==> src/rtl/datatape_pkg.sv <==
// Shared types and constants for the datatape line scheduler.
// Holds the drain state encoding, the idle byte and the line CRC-8 (poly 0x07) helper.
package datatape_pkg;

  typedef enum logic [2:0] {
    ST_IDLE,
    ST_HDR_SYNC,
    ST_HDR_SEQ,
    ST_HDR_LEN,
    ST_PAYLOAD,
    ST_CRC,
    ST_TAIL
  } drain_state_e;

  localparam logic [7:0] IDLE_BYTE = 8'h00;
  localparam logic [7:0] CRC_POLY  = 8'h07;

  function automatic logic [7:0] crc8_update(input logic [7:0] crc, input logic [7:0] data);
    logic [7:0] c;
    c = crc ^ data;
    for (int i = 0; i < 8; i++) begin
      c = c[7] ? ({c[6:0], 1'b0} ^ CRC_POLY) : {c[6:0], 1'b0};
    end
    return c;
  endfunction

endpackage

==> src/rtl/line_buf.sv <==
// Dual-port line storage: one write port, one read port with a registered
// (one-cycle latency) read, holding both ping-pong line buffers.
module line_buf #(
  parameter int DEPTH = 128,
  parameter int AW    = $clog2(DEPTH)
) (
  input  logic          clk_i,
  input  logic          we_i,
  input  logic [AW-1:0] waddr_i,
  input  logic [7:0]    wdata_i,
  input  logic [AW-1:0] raddr_i,
  output logic [7:0]    rdata_o
);

  logic [7:0] mem_q [DEPTH];

  always_ff @(posedge clk_i) begin
    if (we_i) begin
      mem_q[waddr_i] <= wdata_i;
    end
    rdata_o <= mem_q[raddr_i];
  end

endmodule

==> src/rtl/line_scheduler.sv <==
// Buffers parser bytes into two ping-pong lines and drains one framed line per line_start.
// Optional macro DATATAPE_LINE_CRC_EN appends a CRC-8 byte after the payload.
//
// state       | meaning
// ST_IDLE     | waiting for line_start; px_req answered with 00
// ST_HDR_SYNC | next request gets SYNC_BYTE (00 on an idle line)
// ST_HDR_SEQ  | next request gets the line sequence number
// ST_HDR_LEN  | next request gets the line length (00 on an idle line)
// ST_PAYLOAD  | LINE_BYTES requests, bytes past the length read as 00
// ST_CRC      | next request gets the line CRC (CRC build only)
// ST_TAIL     | one cycle to bump seq, then back to idle
module line_scheduler
  import datatape_pkg::*;
#(
  parameter int         LINE_BYTES = 64,
  parameter logic [7:0] SYNC_BYTE  = 8'hA5
) (
  input  logic       clk,
  input  logic       rst,
  input  logic [7:0] in_data,
  input  logic       in_valid,
  output logic       in_ready,
  input  logic       in_last,
  input  logic       line_start,
  input  logic       px_req,
  output logic [7:0] px_data,
  output logic       px_valid,
  output logic       overrun
);

  localparam int PW = $clog2(LINE_BYTES);
  localparam int LW = PW + 1;
  localparam int AW = PW + 1;
  localparam logic [PW-1:0] LAST_IDX = PW'(LINE_BYTES - 1);

  drain_state_e state_q, state_d;

  logic                wr_sel_q, wr_sel_d;
  logic [PW-1:0]       wr_ptr_q, wr_ptr_d;
  logic [1:0]          closed_q, closed_d;
  logic [1:0][LW-1:0]  len_q, len_d;
  logic                rd_sel_q, rd_sel_d;
  logic [PW-1:0]       cnt_q, cnt_d;
  logic                data_line_q, data_line_d;
  logic [7:0]          seq_q;
  logic                overrun_q;
  logic                in_ready_q, in_ready_d;
  logic                px_valid_q;
  logic                use_ram_q, use_ram_d;
  logic [7:0]          byte_q, byte_d;

  logic                fill_we, fill_close, release_buf, seq_inc, last_pay;
  logic [7:0]          ram_rdata;
  logic [LW-1:0]       rd_len;

  assign rd_len     = len_q[rd_sel_q];
  assign fill_we    = in_valid & in_ready_q;
  assign fill_close = fill_we & (in_last | (wr_ptr_q == LAST_IDX));
  assign last_pay   = (cnt_q == LAST_IDX);

  line_buf #(
    .DEPTH (2 * LINE_BYTES),
    .AW    (AW)
  ) u_line_buf (
    .clk_i   (clk),
    .we_i    (fill_we),
    .waddr_i ({wr_sel_q, wr_ptr_q}),
    .wdata_i (in_data),
    .raddr_i ({rd_sel_q, cnt_q}),
    .rdata_o (ram_rdata)
  );

  // Fill close and drain release always touch different buffers, so both apply.
  always_comb begin
    wr_sel_d = wr_sel_q;
    wr_ptr_d = wr_ptr_q;
    closed_d = closed_q;
    len_d    = len_q;
    rd_sel_d = rd_sel_q;
    if (fill_close) begin
      closed_d[wr_sel_q] = 1'b1;
      len_d[wr_sel_q]    = {1'b0, wr_ptr_q} + LW'(1);
      wr_ptr_d           = '0;
      wr_sel_d           = ~wr_sel_q;
    end else if (fill_we) begin
      wr_ptr_d = wr_ptr_q + PW'(1);
    end
    if (release_buf) begin
      closed_d[rd_sel_q] = 1'b0;
      rd_sel_d           = ~rd_sel_q;
    end
    in_ready_d = ~closed_d[wr_sel_d];
  end

`ifdef DATATAPE_LINE_CRC_EN
  logic [7:0] crc_q, crc_cur;
  logic       feed_q;

  // The byte emitted last cycle is folded in as it appears on px_data.
  assign crc_cur = feed_q ? crc8_update(crc_q, px_data) : crc_q;

  always_ff @(posedge clk) begin
    if (!rst) begin
      crc_q  <= 8'h00;
      feed_q <= 1'b0;
    end else begin
      crc_q  <= (state_q == ST_IDLE) ? 8'h00 : crc_cur;
      feed_q <= px_req & (state_q inside {ST_HDR_SYNC, ST_HDR_SEQ, ST_HDR_LEN, ST_PAYLOAD});
    end
  end
`endif

  always_ff @(posedge clk) begin
    if (!rst) begin
      state_q <= ST_IDLE;
    end else begin
      state_q <= state_d;
    end
  end

  always_comb begin
    state_d = state_q;
    unique case (state_q)
      ST_IDLE:     if (line_start) state_d = ST_HDR_SYNC;
      ST_HDR_SYNC: if (px_req) state_d = ST_HDR_SEQ;
      ST_HDR_SEQ:  if (px_req) state_d = ST_HDR_LEN;
      ST_HDR_LEN:  if (px_req) state_d = ST_PAYLOAD;
`ifdef DATATAPE_LINE_CRC_EN
      ST_PAYLOAD:  if (px_req && last_pay) state_d = ST_CRC;
      ST_CRC:      if (px_req) state_d = ST_TAIL;
`else
      ST_PAYLOAD:  if (px_req && last_pay) state_d = ST_TAIL;
`endif
      ST_TAIL:     state_d = ST_IDLE;
      default:     state_d = ST_IDLE;
    endcase
  end

  always_comb begin
    byte_d      = IDLE_BYTE;
    use_ram_d   = 1'b0;
    release_buf = 1'b0;
    seq_inc     = 1'b0;
    cnt_d       = cnt_q;
    data_line_d = data_line_q;
    unique case (state_q)
      ST_IDLE: begin
        if (line_start) begin
          data_line_d = closed_q[rd_sel_q];
          cnt_d       = '0;
        end
      end
      ST_HDR_SYNC: byte_d = data_line_q ? SYNC_BYTE : IDLE_BYTE;
      ST_HDR_SEQ:  byte_d = seq_q;
      // A full 256-byte line reports its length as 00 in the 8-bit field.
      ST_HDR_LEN:  byte_d = data_line_q ? 8'(rd_len) : IDLE_BYTE;
      ST_PAYLOAD: begin
        if (px_req) begin
          use_ram_d = data_line_q & ({1'b0, cnt_q} < rd_len);
          cnt_d     = cnt_q + PW'(1);
          if (last_pay && data_line_q) begin
            release_buf = 1'b1;
          end
        end
      end
`ifdef DATATAPE_LINE_CRC_EN
      ST_CRC:      byte_d = crc_cur;
`endif
      ST_TAIL:     seq_inc = data_line_q;
      default:     byte_d = IDLE_BYTE;
    endcase
  end

  always_ff @(posedge clk) begin
    if (!rst) begin
      wr_sel_q    <= 1'b0;
      wr_ptr_q    <= '0;
      closed_q    <= 2'b00;
      len_q       <= '0;
      rd_sel_q    <= 1'b0;
      cnt_q       <= '0;
      data_line_q <= 1'b0;
      seq_q       <= 8'h00;
      overrun_q   <= 1'b0;
      in_ready_q  <= 1'b0;
      px_valid_q  <= 1'b0;
      use_ram_q   <= 1'b0;
      byte_q      <= IDLE_BYTE;
    end else begin
      wr_sel_q    <= wr_sel_d;
      wr_ptr_q    <= wr_ptr_d;
      closed_q    <= closed_d;
      len_q       <= len_d;
      rd_sel_q    <= rd_sel_d;
      cnt_q       <= cnt_d;
      data_line_q <= data_line_d;
      seq_q       <= seq_q + {7'd0, seq_inc};
      overrun_q   <= overrun_q | (line_start & (state_q != ST_IDLE));
      in_ready_q  <= in_ready_d;
      px_valid_q  <= px_req;
      use_ram_q   <= px_req & use_ram_d;
      byte_q      <= px_req ? byte_d : IDLE_BYTE;
    end
  end

  assign in_ready = in_ready_q;
  assign px_valid = px_valid_q;
  assign px_data  = use_ram_q ? ram_rdata : byte_q;
  assign overrun  = overrun_q;

endmodule

==> config.mk <==
export PLATFORM = sky130hd
export DESIGN_NAME = line_scheduler
export DESIGN_NICKNAME = d
export VERILOG_FILES = /design/src/rtl/datatape_pkg.sv /design/src/rtl/line_buf.sv /design/src/rtl/line_scheduler.sv
export SDC_FILE = /design/constraint.sdc
export NUM_CORES = 1
export LEC_CHECK = 0
export BUFFER_PORTS_ARGS = -buffer_cell sky130_fd_sc_hd__clkbuf_2
export CAP_MARGIN = 25
export CELL_PAD_IN_SITES_DETAIL_PLACEMENT = 1
export CELL_PAD_IN_SITES_GLOBAL_PLACEMENT = 1
export CORE_UTILIZATION = 40
export DETAILED_ROUTE_END_ITERATION = 8
export PLACE_DENSITY = 0.67
export SLEW_MARGIN = 25
export SYNTH_ARGS = -nofsm -noshare
export SYNTH_HDL_FRONTEND = slang
export SYNTH_SLANG_ARGS = --single-unit
==> constraint.sdc <==
create_clock -name clk -period 5.25 [get_ports clk]
set_input_delay 0.525 -clock clk [delete_from_list [all_inputs] [get_ports clk]]
set_output_delay 0.525 -clock clk [all_outputs]
set_load 0.05 [all_outputs]
==> results of run 1 <==
-- worst reg2reg max path: cells and delay by family, from the launching register on --
family | cells | cell delay, ns
compound gates | 4 | 1.06
buf+inv | 1 | 0.44
flops | 1 | 0.82
mux | 1 | 0.68
-- state kept, by name, indices dropped and copies added (netlist names) --
name / cells
byte_q: 8
closed_q: 2
cnt_q: 6
data_line_q: 1
in_ready: 1
len_q: 14
overrun: 1
px_valid: 1
rd_sel_q: 1
seq_q: 8
state_q: 3
u_line_buf.mem_q: 1024
u_line_buf.rdata_o: 8
use_ram_q: 1
wr_ptr_q: 6
wr_sel_q: 1
-- cell usage in the layout, fill, tap and decap left out, drive strengths merged, types with 12 or more instances in the layout --
master / count
a22oi: 32
o21ai: 37
clkbuf: 144
nor2: 186
a21oi: 77
nand3: 50
dfxtp: 62
bufinv: 12
edfxtp: 1024
mux4: 190
buf: 38
clkinv: 58
a211oi: 15
nand2: 23
mux2i: 203
o221ai: 61
-- how the worst max path moves through the flow --
stage               startpoint                        to  slack (ns)  depth (start not counted)
CTS                   cnt_q[1]     u_line_buf.rdata_o[6]        2.04                          7
global route          cnt_q[1]     u_line_buf.rdata_o[6]        1.89                          7
global placement      cnt_q[1]     u_line_buf.rdata_o[6]        2.08                          6
finish                cnt_q[0]     u_line_buf.rdata_o[6]        2.10                          6
detailed placement    cnt_q[1]     u_line_buf.rdata_o[6]        2.05                          7
floorplan             in_ready  u_line_buf.mem_q[127][0]        2.95                          5
-- cell type report --
cell class / count / area (µm²) / share of cell area [%]
clock buffers: 128 / 2884 / 6.045
clock inverters: 79 / 739.5 / 1.550
inverters: 7 / 26.28 / 0.05508
multi-input cells: 993 / 9814 / 20.57
flip-flops and latches: 1086 / 32000 / 67.09
well taps: 1391 / 1740 / 3.648
repair buffers: 54 / 496.7 / 1.041
-- power by group through the flow --
| stage | registers (mW) | clock network (mW) | logic, mW |
|---|---|---|---|
| 2_1_floorplan | 9.68 | 0 | 0.103 |
| 3_3_place_gp | 9.69 | 0 | 0.283 |
| 3_5_place_dp | 9.69 | 0 | 0.302 |
| 4_1_cts | 9.51 | 7.99 | 0.303 |
| 5_1_grt | 9.51 | 8.27 | 0.321 |
| 6_report | 9.51 | 7.85 | 0.299 |
-- cell families after synthesis --
| kind of cell | Yosys count | share of synthesized area [%] |
|---|---|---|
| AOI/OAI and AO/OA | 243 | 3.849 |
| xor gates and xnor gates | 20 | 0.4113 |
| adders and majority gates | 11 | 0.3232 |
| buffers and inverters | 135 | 1.866 |
| DFF | 1086 | 75.12 |
| muxes | 404 | 15.12 |
| and+or+nand+nor | 315 | 3.308 |
-- per-stage QoR --
step                      instances  power (mW)  worst slack (ns)  hold WS [ns]  utilization (%)
final                          3738       17.66             2.104        0.1497            45.25
after global routing           3738       18.10             1.888        0.1353            45.25
after CTS                      3736       17.80             2.039        0.1168            45.21
after detailed placement       3529       9.995             2.054        0.4836            41.77
after global placement         3529       9.973             2.079        0.4572            41.77
after floorplan                2214       9.786             2.946        0.4481                -
-- layer usage --
layer	track usage, %	share of wire, %
met5	0	0
met4	6.259	3.1
met3	3.003	4.8
met2	32.79	49
met1	27.59	43
==> results.tsv, run 1 <==
metric	value	unit
status	completed	
postcts setup bufs	0	
Reg power frac	53.8	%
delay-heaviest family, CP	compound AO/OA/AOI/OAI gates	
largest net degree at the start of global routing	104	
Die ar.	107800	µm²
Detailed Route WL	106700	µm
CTS Root Buffer Type	clkbuf_16	
R2R Path Start	cnt_q[0]	
Syn Nets	2239	
total CTS buffers	111	
Min-Delay Endpoint	overrun	
Starting Density	40.40	%
hold buffers post-CTS	0	
fin nets	2278	
residual DRC count	0	
via count	21400	
Worst setup SP type	register	
Least-Margin Pin Slew	0.9596	ns
Pwr Density	370.2	nW/µm²
minimum clock period after layout	3.146	ns
share of post-route cells with drive strength above 1	18.70	%
synth cell count leaders	edfxtp_1 (1024), mux2i_1 (203), mux4_2 (189), nor2_1 (185), a21oi_1 (77)	
Reg-to-Reg End	u_line_buf.rdata_o[6]	
clk slew on worst S/H paths	0.06	ns
chip height	328.3	µm
clk_lat worst skew	0.70	ns
part of the power in combinational logic	1.7	%
GPL Wtd Cong	0.8400	
Port Buffer Count	24	
Synth Cell Area	42580	µm²
First-pass DRT Iterations	5	
detail-routed net length per standard cell	28.55	µm
Post-Synthesis Cells	2214	
Final Max Slew Viols	0	
number of max-cap violations	0	
first-pass GRT wire length	157800	µm
Top Ports	25	
Yosys reg bits	1086	
vias in the first global route	22510	
initial antenna violation count	0	
Core ar.	105400	µm²
layout filler cell count	9839	
P_int	14.07	mW
Sw Share	20.34	%
crit path cell chain	buf_12 > mux4_2 > a21oi_1 > o21ai_0 > a31oi_1 > a22oi_1	
leakage	14.02	nW
Detailed Route Iter0 Violations	2110	
worst r2r path cells	6	
clk_skew	0.04061	ns
diode count	0	
Netlist cell types	52	
Hold Startpoint	line_start	
cell taking the most area after synthesis	edfxtp_1	
Clk network pwr share	44.5	%
Syn Area/Cell	19.23	µm²
Yosys top cell area share	72.21	%
total global routing overflow	0	
Sum Neg Setup Slack	0	ns
worst endpoint required time	5.79	ns
Core Rows	119	
Post-DP HPWL	65010	µm
Hold WC Path Type	in2reg	
Resize count post-CTS	0	
Clock H-tree levels	3	
Max-slew headroom	36.03	%
CP Class	reg2reg	
achievable frequency	317.9	MHz
ys flop type	edfxtp_1	
slowest stage cell on the critical path	dfxtp_4	
CP max FO	60	
area growth from synthesis to layout	12.03	%
hold path cells	3	
RSZ-0062 raised after global routing	false	
Design Area, Final	47710	µm²
VDD IR max	0.2802	mV
vias per cell	5.726	
Final Cycle Share	59.92	%
ys async rst share	0	%
CP Capture Type	register	
register area share after synthesis	75.12	%
Crit path buffers/inverters	1	
NetSw	3.592	mW
Num Clock Sinks	1086	
Setup violations, final	0	
Synth area leaders	edfxtp_1 (72%), mux4_2 (10%), mux2i_1 (4.8%)	
Post-synth EDFFs	1024	
Die W	328.3	µm
gr usage total	20.01	%
Arr. time, crit path	3.68	ns
post-route ant nets	0	
delay of the slowest cell on the worst path	0.82	ns
CTS tree	built	
Synth warnings	0	
Hold Fails Final Rpt	0	
most frequent cell after synthesis	edfxtp_1	
r2r setup slk	2.10	ns
clock tree buffer depth	3	
DP Area	44030	µm²
No activity file was read; power rests on OpenSTA's default activity.
==> run 2, diff against run 1 <==
==> constraint.sdc (replaced) <==
create_clock -name clk -period 3.21 [get_ports clk]
set_input_delay 0.321 -clock clk [delete_from_list [all_inputs] [get_ports clk]]
set_output_delay 0.321 -clock clk [all_outputs]
set_load 0.05 [all_outputs]
==> run 2 against run 1 <==
  * Register-to-register slack got worse by 1.6 ns
  * Utilization rose by 1.2 points
  * Non-clock buffer count increased by 161
  * Hold slack got worse by 0.027 ns
  * Global-route usage rose by 0.20 points
  * Critical path depth grew 2
  * First-iteration DRC count decreased by 0.43%
  * Routed wire length is 1.4% higher
  * Final cell count is 4.1% higher
  * Critical path type unchanged
==> results.tsv, run 2 (same netlist as run 1, synthesis figures left out) <==
metric	value	unit	change
status	completed		unchanged
leakage	14.84	nW	was 14.02 nW
Hold Fails Final Rpt	0		unchanged
r2r setup slk	0.46	ns	was 2.10 ns
Placement Setup Slack	0.4012	ns	was 2.054 ns
met3 WL	5309	µm	was 5135 µm
P_int	22.76	mW	was 14.07 mW
Max-slew headroom	31.74	%	was 36.03%
area growth from synthesis to layout	14.90	%	was 12.03%
Core Rows	119		unchanged
Clk network pwr share	43.7	%	was 44.5%
Port Buffer Count	24		unchanged
vias per cell	5.635		was 5.726
clk_skew	0.01960	ns	was 0.04061 ns
Starting Density	40.40	%	unchanged
first-pass GRT wire length	159300	µm	was 157800 µm
most frequent cells in the layout	edfxtp_1 (1024), mux2i_1 (203), mux4_2 (189)		unchanged
share of post-route cells with drive strength above 1	23.24	%	was 18.70%
max reg flops	1024		unchanged
fin nets	2439		was 2278
part of the power in combinational logic	1.8	%	was 1.7%
Top Ports	25		unchanged
Final Max Slew Viols	0		unchanged
detail-routed net length per standard cell	27.81	µm	was 28.55 µm
crit path cell chain	buf_12 > buf_4 > mux2i_1 > o221ai_1 > a21oi_1 > a22oi_1 > nand3_1 > nand4_1		was buf_12 > mux4_2 > a21oi_1 > o21ai_0 > a31oi_1 > a22oi_1
VDD IR max	0.4666	mV	was 0.2802 mV
Pwr Density	583.5	nW/µm²	was 370.2 nW/µm²
via count	21930		was 21.40k
delay of the slowest cell on the worst path	0.47	ns	was 0.82 ns
top sig layer	met4		unchanged
NetSw	5.788	mW	was 3.592 mW
worst endpoint required time	3.77	ns	was 5.79 ns
postcts setup bufs	0		unchanged
Least-Margin Pin Slew	1.024	ns	was 0.9596 ns
minimum clock period after layout	2.753	ns	was 3.146 ns
Regs by FF count	u_line_buf.mem_q: 1024 flops, len_q: 14 flops		unchanged
total global routing overflow	0		unchanged
clock tree buffer depth	3		unchanged
delay-heaviest family, CP	buffers and inverters		was compound AO/OA/AOI/OAI gates
post-route setup slack	0.4572	ns	was 2.104 ns
CP Class	reg2reg		unchanged
Core ar.	105400	µm²	unchanged
Die W	328.3	µm	unchanged
Detailed Route Iter0 Violations	2101		was 2110
chip height	328.3	µm	unchanged
Worst setup SP type	register		unchanged
Die ar.	107800	µm²	unchanged
RSZ-0062 raised after global routing	false		unchanged
most common cell after layout, fill and taps aside	edfxtp_1		unchanged
vias in the first global route	23330		was 22.51k
CTS Root Buffer Type	clkbuf_16		unchanged
number of max-cap violations	0		unchanged
Arr. time, crit path	3.31	ns	was 3.68 ns
slowest stage cell on the critical path	dfxtp_4		unchanged
total CTS buffers	111		unchanged
Clock H-tree levels	3		unchanged
Largest Register	u_line_buf.mem_q		unchanged
GPL Wtd Cong	0.8156		was 0.8400
Overall Power	28.55	mW	was 17.66 mW
post-route ant nets	0		unchanged
Reg power frac	54.4	%	was 53.8%
clk slew on worst S/H paths	0.06	ns	about the same
initial antenna violation count	0		unchanged
Final Cycle Share	85.76	%	was 59.92%
Setup violations, final	0		unchanged
Crit path buffers/inverters	2		was 1
clk_lat worst skew	0.70	ns	about the same
CP Capture Type	register		unchanged
Num Clock Sinks	1086		unchanged
residual DRC count	0		unchanged
Resize count post-CTS	0		unchanged
Sum Neg Setup Slack	0	ns	unchanged
met2 routed WL	53810	µm	was 52240 µm
achievable frequency	363.3	MHz	was 317.9 MHz
CP max FO	71		was 60
Post-DP HPWL	68590	µm	was 65010 µm
largest net degree at the start of global routing	85		was 104
M1 WL	46170	µm	was 46010 µm
CTS tree	built		unchanged
Sw Share	20.27	%	was 20.34%
layout filler cell count	9839		unchanged
Detailed Route WL	108300	µm	was 106700 µm
First-pass DRT Iterations	5		unchanged
Hold WC Path Type	in2reg		unchanged
gr usage total	20.21	%	was 20.01%
## run 2: layout make-up
class	count	area [µm²]	area share (%)
timing repair buffer	215	1872	3.826
multi-input combinational	993	9807	20.04
sequential	1086	32000	65.41
antenna	1	2.502	0.005114
tap	1391	1740	3.557
clock buffer	141	2910	5.948
inverter	7	26.28	0.05370
clock inverter	58	566.8	1.158
## run 2: through the flow
step                std cells  instance area [µm²]  hold slack [ns]  utilization [%]
floorplan                2214                42580           0.4199                -
global placement         3687                45390           0.4593            43.06
detailed placement       3688                45410           0.4794            43.08
CTS                      3891                48930           0.1006            46.41
global route             3891                48930           0.1025            46.41
finish                   3892                48930           0.1222            46.41
## run 2: power groups by stage
stage               Sequential (mW)  Combinational, mW  Clock [mW]
floorplan                      15.8              0.169           0
CTS                            15.5              0.533        12.7
global route                   15.5              0.562        13.2
finish                         15.5              0.525        12.5
global placement               15.8              0.497           0
detailed placement             15.8              0.525           0
## run 2: repair_timing
item                                   4_1_cts  5_1_grt
setup endpoints to repair                    0        0
hold buffers                                 4        0
endpoints found under the hold margin       21        0
## run 2: path summary, 6_finish.rpt
path,cells after the start,end,start
hold / removal,1,u_line_buf.mem_q[96][5],in_data[5]
setup reg to reg,8,u_line_buf.rdata_o[3],cnt_q[0]
hold reg to reg,2,overrun,overrun
setup / recovery,8,u_line_buf.rdata_o[3],cnt_q[0]
## run 2: metal layers
layer	vias up	GRT usage [%]
met1	11700	27.53
met3	164	2.858
met4	0	5.905
met5	-	0
li1	9437	-
met2	627	33.83
==> run 3, diff against run 2 <==
--- a/config.mk
+++ b/config.mk
@@ -11,7 +11,7 @@
 export CELL_PAD_IN_SITES_GLOBAL_PLACEMENT = 1
 export CORE_UTILIZATION = 40
 export DETAILED_ROUTE_END_ITERATION = 8
-export PLACE_DENSITY = 0.67
+export PLACE_DENSITY = 0.61
 export SLEW_MARGIN = 25
 export SYNTH_ARGS = -nofsm -noshare
 export SYNTH_HDL_FRONTEND = slang
==> run 3 against run 2 <==
  * First-iteration DRC count down 0.33%
  * Maximum frequency down 6.0%
  * Critical path depth down 1
  * Worst setup slack worse by 0.18 ns
  * Register-to-register slack worse by 0.18 ns
  * Power up 1.8%
  * Sequential share of layout area down 0.29 points
  * Die area unchanged
  * Hold slack better by 0.0093 ns
  * Clock skew up 0.016 ns
  * Routed wire length up 3.5%
  * Critical path type unchanged
==> results.tsv, run 3 (same netlist as run 1, synthesis figures left out) <==
metric	value	unit	change
status	completed		unchanged
achievable frequency	341.3	MHz	was 363.3 MHz
share of post-route cells with drive strength above 1	23.63	%	was 23.24%
worst endpoint required time	3.78	ns	was 3.77 ns
Least-Margin Pin Slew	0.9198	ns	was 1.024 ns
Hold Fails Final Rpt	0		unchanged
postcts setup bufs	0		unchanged
Core Rows	119		unchanged
clk_lat worst skew	0.71	ns	was 0.70 ns
total CTS buffers	113		was 111
diode count	0		was 1
Design Area, Final	49150	µm²	was 48930 µm²
Overall Power	29.06	mW	was 28.55 mW
Max-slew headroom	38.46	%	was 31.74%
Regs by FF count	u_line_buf.mem_q: 1024 flops, len_q: 14 flops		unchanged
clk_skew	0.03553	ns	was 0.01960 ns
Largest Register	u_line_buf.mem_q		unchanged
chip height	328.3	µm	unchanged
Sum Neg Setup Slack	0	ns	unchanged
Final Max Slew Viols	0		unchanged
Hold WC Path Type	in2reg		unchanged
most common cell after layout, fill and taps aside	edfxtp_1		unchanged
initial antenna violation count	3		was 0
hold buffers post-CTS	3		was 4
post-route ant nets	0		unchanged
residual DRC count	0		unchanged
first-pass GRT wire length	162800	µm	was 159300 µm
Pwr Density	591.4	nW/µm²	was 583.5 nW/µm²
Detailed Route WL	112000	µm	was 108300 µm
gr usage total	20.91	%	was 20.21%
layout filler cell count	9788		was 9839
Arr. time, crit path	3.50	ns	was 3.31 ns
Starting Density	40.40	%	unchanged
minimum clock period after layout	2.930	ns	was 2.753 ns
area growth from synthesis to layout	15.41	%	was 14.90%
clk slew on worst S/H paths	0.06	ns	about the same
number of max-cap violations	0		unchanged
total global routing overflow	0		unchanged
CP Class	reg2reg		unchanged
max reg flops	1024		unchanged
Multi-input gate area	9812	µm²	was 9807 µm²
r2r setup slk	0.28	ns	was 0.46 ns
Final Cycle Share	91.27	%	was 85.76%
Die ar.	107800	µm²	unchanged
Num Clock Sinks	1086		unchanged
clock tree buffer depth	3		unchanged
Detailed Route Iter0 Violations	2094		was 2101
First-pass DRT Iterations	5		unchanged
Resize count post-CTS	0		unchanged
GPL Wtd Cong	0.8187		was 0.8156
CTS tree	built		unchanged
CP Capture Type	register		unchanged
Worst setup SP type	register		unchanged
register area	32000	µm²	unchanged
leakage	14.95	nW	was 14.84 nW
Post-DP HPWL	71340	µm	was 68590 µm
Die W	328.3	µm	unchanged
detail-routed net length per standard cell	28.69	µm	was 27.81 µm
Core ar.	105400	µm²	unchanged
Top Ports	25		unchanged
Setup violations, final	0		unchanged
DP Area	45420	µm²	was 45410 µm²
largest net degree at the start of global routing	93		was 85
Clock H-tree levels	3		unchanged
via count	21900		was 21.93k
CTS Root Buffer Type	clkbuf_16		unchanged
vias in the first global route	22930		was 23.33k
most frequent cells in the layout	edfxtp_1 (1024), mux2i_1 (203), mux4_2 (189)		unchanged
Layout Utilization	46.62	%	was 46.41%
CP max FO	21		was 71
VDD IR max	0.3789	mV	was 0.4666 mV
RSZ-0062 raised after global routing	false		unchanged
fin nets	2443		was 2439
Port Buffer Count	24		unchanged
vias per cell	5.609		was 5.635
[run 3: power by group]
part	leakage (nW)	switching, mW	total (mW)	internal [mW]
sequential	9.71	0.0387	15.5	15.5
clock	1.79	5.50	13.0	7.49
combinational	3.45	0.404	0.526	0.122
[run 3: critical path, stage by stage (launching register included)]
cell	delay [ns]
dfxtp_4	0.60
buf_12	0.27
buf_12	0.22
mux4_2	0.53
mux2i_1	0.61
a22oi_1	0.18
nand3_1	0.25
nand4_1	0.11
[run 3: metal layers]
layer / GRT usage (%) / share of wire (%)
met1: 29.83 / 45
met2: 33.31 / 48
met3: 3.087 / 5.2
met4: 6.229 / 2.5
met5: 0 / 0.0062
[run 3: stage by stage]
stage / hold slack (ns) / std cells / setup WS [ns]
after detailed placement: 0.4740 / 3691 / 0.3494
after CTS: 0.1201 / 3905 / 0.3704
final: 0.1315 / 3905 / 0.2801
after global routing: 0.1516 / 3905 / 0.2763
after global placement: 0.4643 / 3691 / 0.3929
after floorplan: 0.4199 / 2214 / 0.9063
[run 3: final timing paths]
check	from	to	cells past startpoint
max	cnt_q[0]	u_line_buf.rdata_o[3]	7
max reg2reg	cnt_q[0]	u_line_buf.rdata_o[3]	7
min reg2reg	overrun	overrun	2
min	in_data[0]	u_line_buf.mem_q[32][0]	1
[run 3: cell type report]
cell class	count	area share, %
Sequential cell	1086	65.12
Multi-Input combinational cell	993	19.96
Clock buffer	135	5.965
Timing Repair Buffer	217	3.809
Tap cell	1391	3.541
Clock inverter	76	1.548
Inverter	7	0.05346
